$ cat config.mk
export PLATFORM = sky130hd
export DESIGN_NAME = conv
export DESIGN_NICKNAME = d
export VERILOG_FILES = /design/src/rtl/conv.sv
export SDC_FILE = /design/constraint.sdc
export NUM_CORES = 1
export LEC_CHECK = 0
export BUFFER_PORTS_ARGS = -buffer_cell sky130_fd_sc_hd__buf_2
export CORE_MARGIN = 2
export CORE_UTILIZATION = 39
export DETAILED_ROUTE_END_ITERATION = 10
export PLACE_DENSITY = 0.72
export SLEW_MARGIN = 20
export SYNTH_ARGS = -nofsm -noshare
export SYNTH_HDL_FRONTEND = slang
export SYNTH_SLANG_ARGS = --single-unit
export TNS_END_PERCENT = 5
$ cat constraint.sdc
create_clock -name clk -period 1.5 [get_ports clk]
set_input_delay 0.225 -clock clk [delete_from_list [all_inputs] [get_ports clk]]
set_output_delay 0.225 -clock clk [all_outputs]
set_load 0.01 [all_outputs]
$ cat src/rtl/conv.sv
// Signed 8+8 -> 9-bit registered adder. Latency 1 clock, or 2 with CONV_INREG_EN.
// No handshake and no backpressure: one result accepted and produced every clock.
module conv (
  input  logic       clk,
  input  logic       reset,
  input  logic [7:0] CONV_iData0,
  input  logic [7:0] CONV_iData1,
  output logic [8:0] CONV_oData
);

  logic [7:0] opa;
  logic [7:0] opb;
  logic [8:0] sum_d;
  logic [8:0] sum_q;

`ifdef CONV_INREG_EN
  logic [7:0] a_d;
  logic [7:0] a_q;
  logic [7:0] b_d;
  logic [7:0] b_q;

  always_comb begin
    a_d = CONV_iData0;
    b_d = CONV_iData1;
  end

  always_ff @(posedge clk) begin
    if (reset) begin
      a_q <= 8'h00;
      b_q <= 8'h00;
    end else begin
      a_q <= a_d;
      b_q <= b_d;
    end
  end

  assign opa = a_q;
  assign opb = b_q;
`else
  assign opa = CONV_iData0;
  assign opb = CONV_iData1;
`endif

  // Sign-extend to 9 bits so the sum is exact across the full operand range.
  always_comb begin
    sum_d = {opa[7], opa} + {opb[7], opb};
  end

  always_ff @(posedge clk) begin
    if (reset) begin
      sum_q <= 9'h000;
    end else begin
      sum_q <= sum_d;
    end
  end

  assign CONV_oData = sum_q;

endmodule

Word-level counts from Yosys, hierarchy flattened:

Cells that the tools add are included.

* add/subtract/negate cells: 1
* $mul: 0
* div/mod/pow operators: 0
* $lt $le $gt $ge: 0
* equal/unequal tests: 0
* shift-type cells: 0
* mux-type cells: 0
* bitwise gates (word level): 0
* reduce and logical (&&, ||, !) cells: 0

Operator list (number)
* 8-bit by 8-bit adder with 9-bit output: 1

* register bits after elaboration: 9
* latch bits: 0
* RAM bits: 0
* ROM bits: 0
* bits of input ports: 18
* output and inout bits: 9
* word-level logic and storage cells: 2
* memories kept: 0

Longest topological paths before layout:

* depth in word-level cells: 1
* depth in mapped cells: 6
* depth with buffers taken out: 6

Worst setup path before layout:

Ideal clock, no wire load.

* path kind: input port to flip-flop
* from: input port CONV_iData0[4]
* to: register sum_q[7] (netlist: CONV_oData[7])
* setup time: 123 ps
* arrival time: 1447 ps
* required time: 1377 ps
* slack: -71 ps
* stages on the path: 5
* path buffers: 0
* cells stage by stage: ha_1 -> a21o_1 -> a21o_1 -> a221oi_2 -> mux2_1

* cells in the longest elaborated chain, start to end: 1

Ends and longest elaborated chain
* start: declaration: RTL line 6 `input logic [7:0] CONV_iData0,`
* 8-bit by 8-bit adder with 9-bit output: RTL line 46 `sum_d = {opa[7], opa} + {opb[7], opb};`
* end signal: assignment: RTL line 53 `sum_q <= sum_d;`
* end: declaration: RTL line 14 `logic [8:0] sum_q;`

No other way between the ends.
A chain may end at the register's enable or synchronous reset.

Final worst setup path:

* from: input port CONV_iData0[0]
* to: register sum_q[8] (netlist: CONV_oData[8])

Same word-level chain as after synthesis.

==> metrics.cfg <==
[run]
cap_viol_max_count = 0

[synth]
synth_top_flop_cell = sky130_fd_sc_hd__dfxtp_1
synthDominantCellAreaShare = 0.316
yosys.area.top_type = sky130_fd_sc_hd__dfxtp_1
asyncSetResetFlopFracSynth = 0
yosys.cell_types.count = 26
synth_enable_flop_cells = 0
netlist_area_sq_um = 571
mappedNetlistNets = 86
yosys_register_bits = 9
synthMostInstantiatedCell = sky130_fd_sc_hd__dfxtp_1
synthTopCellsByCount = 9 x sky130_fd_sc_hd__dfxtp_1, 8 x sky130_fd_sc_hd__ha_1, 7 x sky130_fd_sc_hd__nor2_1, 5 x sky130_fd_sc_hd__a21o_1, 4 x sky130_fd_sc_hd__a21oi_1
yosys_warnings = 0
post_synth_inst_count = 59
synth.yosys.seq_area_share = 0.316
post_synth.cell_area_avg_sq_um = 9.67
synth.area.top_cells = sky130_fd_sc_hd__dfxtp_1 32%, sky130_fd_sc_hd__ha_1 18%, sky130_fd_sc_hd__a21o_1 6.6%

[timing]
final_critical_delay_including_setup_and_external_delays_ps = 1420
setup_violations = 0
endpoints_failing_hold = 0
worst_slew_pin_slew_ps = 301
min_period_over_period = 0.948
report.final.slew_viol_count = 0
rsz_0062_raised_after_global_routing = no
max-slew-margin-rel = 0.799
maxClockFrequency_ghz = 0.703

[placed_design]
buffer_ports.inserted = 26
finalWeightedCongestion = 0.754
post-place-cells = 110
place.detailed.hpwl_um = 1060

[run_status]
status = complete, no violations

[worst_setup_path]
crit_required_ps = 1680
worst_setup_path_class = primary input to flop
path_max_fanout = 3
endpoint_type_of_the_worst_setup_path = flop
worst_ep_arrival_time_ps = 1600
critical_path.startpoint_type = primary input

[cells_and_area]
n_antenna_cell = 0
max_ffs_per_register = 9
instances_no_fill = 114
area.growth.synth_to_final_pct = 46.7
drive_gt1_frac = 0.455
finish.net_count = 127
nFillCells = 120
layout.core_utilization = 0.628

[floorplanning]
initial_core_util = 0.428
design.core.area_sq_mm = 0.00133
fp.dieW_um = 42.3
design.die.area_sq_mm = 0.00179
placementRows = 13
design.portCount = 27
fp.dieH_um = 42.3

[global_route]
maximum_number_of_pins_on_one_net_before_global_route_repair = 14
initial_antenna_violation_count = 0
first_global_vias = 534
groute.usage.overall = 0.162
grt_overflow_total = 0
first_pass_grt_wire_length_um = 2120

[power]
ir_drop_v = 0.000297
power.static_leakage_nw = 0.439
power.density_cell_area_mw_per_mm2 = 838
total_power_draw_mw = 0.702

[routing]
drcViolationCount = 0
detailroute.wirelength.met3_um = 66
dr.pass1.iters = 4
topRoutingLayerUsed = met4
route.met2.wl_um = 621
detail_route.wl_per_cell_um = 11.0
drt-met1-wl_um = 516
routed-via-count = 584
detail-route-antenna-nets = 0
initial_detailed_routing_violation_count = 9
routed_wl_um = 1250
avgViaCountPerCell = 5.12

[hold_path]
hold-path-cell-count = 2
hold_path_startpoint = reset
hold-path-endpoint = CONV_oData[6]
min_path_type = primary input to flop

[cts]
holdBufCountCts = 0
post_cts_resize_count = 0
cts_inserted_buffers = 3
cts_tree = done
clock-sinks = 9
cts.htree.levels = 1
cts.reportedPaths.clkPinSlew_ps = 60
cts_max_path_buffers = 2
clk_tree_root_cell = sky130_fd_sc_hd__clkbuf_4
cts_setup_buffers = 0

-- metal layers --
metal	up-vias	GRT usage
met5	-	0
met4	0	0.131
met3	5	0.0388
met2	21	0.289
met1	255	0.153
li1	303	-
-- layout by cell type, fill, tap and decap left out --
cell	synthesis	final
sky130_fd_sc_hd__a221oi_2	1	1
sky130_fd_sc_hd__ha_4	0	1
sky130_fd_sc_hd__nor4b_1	1	1
sky130_fd_sc_hd__buf_2	0	26
sky130_fd_sc_hd__nand4_1	1	1
sky130_fd_sc_hd__and3_1	1	1
sky130_fd_sc_hd__nor3b_1	1	1
sky130_fd_sc_hd__fa_1	1	1
sky130_fd_sc_hd__or4_1	1	1
sky130_fd_sc_hd__or3b_2	1	1
sky130_fd_sc_hd__nor2b_1	3	3
sky130_fd_sc_hd__xor2_1	1	1
sky130_fd_sc_hd__nand2_1	2	2
sky130_fd_sc_hd__a211oi_1	2	2
sky130_fd_sc_hd__clkbuf_1	1	1
sky130_fd_sc_hd__nand3_1	1	1
sky130_fd_sc_hd__buf_4	0	11
sky130_fd_sc_hd__o21ai_0	1	1
sky130_fd_sc_hd__ha_1	8	7
sky130_fd_sc_hd__a211oi_2	1	1
sky130_fd_sc_hd__a21oi_1	4	4
sky130_fd_sc_hd__nor3_1	1	1
sky130_fd_sc_hd__a21o_1	5	5
sky130_fd_sc_hd__nor2_1	7	7
sky130_fd_sc_hd__o211ai_2	1	1
sky130_fd_sc_hd__clkbuf_4	0	3
sky130_fd_sc_hd__xnor2_1	1	1
sky130_fd_sc_hd__mux2_1	1	1
sky130_fd_sc_hd__nand2b_1	2	2
sky130_fd_sc_hd__dfxtp_1	9	9
-- area by class of cell --
type / instances / area, sq um / share of cell area
clock buffers: 4 / 26.3 / 0.0314
multi-input cells: 49 / 399 / 0.477
flip-flops and latches: 9 / 180 / 0.215
well taps: 15 / 18.8 / 0.0224
repair buffers: 37 / 213 / 0.254
-- critical path, stage by stage --
cell,delay (ps)
sky130_fd_sc_hd__buf_2,100
sky130_fd_sc_hd__ha_1,240
sky130_fd_sc_hd__fa_1,390
sky130_fd_sc_hd__a21o_1,200
sky130_fd_sc_hd__nand4_1,140
sky130_fd_sc_hd__a21oi_1,90
sky130_fd_sc_hd__a211oi_1,230
-- worst max-delay path by stage --
stage	start	depth (start not counted)	endpoint
floorplan	CONV_iData0[0]	6	CONV_oData[4]
global placement	CONV_iData0[0]	7	CONV_oData[8]
detailed placement	CONV_iData0[1]	6	CONV_oData[7]
CTS	CONV_iData0[0]	7	CONV_oData[8]
global route	CONV_iData0[0]	7	CONV_oData[8]
finish	CONV_iData0[0]	7	CONV_oData[8]
-- power by group --
part | total (mW) | internal, mW | switching (mW)
registers | 0.272 | 0.267 | 0.00548
clock network | 0.184 | 0.102 | 0.0819
logic | 0.245 | 0.129 | 0.116
-- logic make-up after synthesis --
logic type | share of synthesized area
compound gates | 0.206
xor+xnor | 0.0307
fa+ha+maj | 0.211
buf+inv | 0.00657
flops | 0.316
mux | 0.0197
simple gates | 0.211
-- metrics by stage --
| step | setup slack (ps) | area (sq um) | hold slack, ps | setup TNS, ps |
|---|---|---|---|---|
| finish | 78.5 | 837 | 277 | 0 |
| global route | 8.50 | 837 | 304 | 0 |
| CTS | 67.3 | 837 | 284 | 0 |
| detailed placement | -176 | 811 | 560 | -679 |
| global placement | -156 | 811 | 546 | -581 |
| floorplan | -12.8 | 583 | 435 | -12.8 |
(Power assumes the default switching activity.)
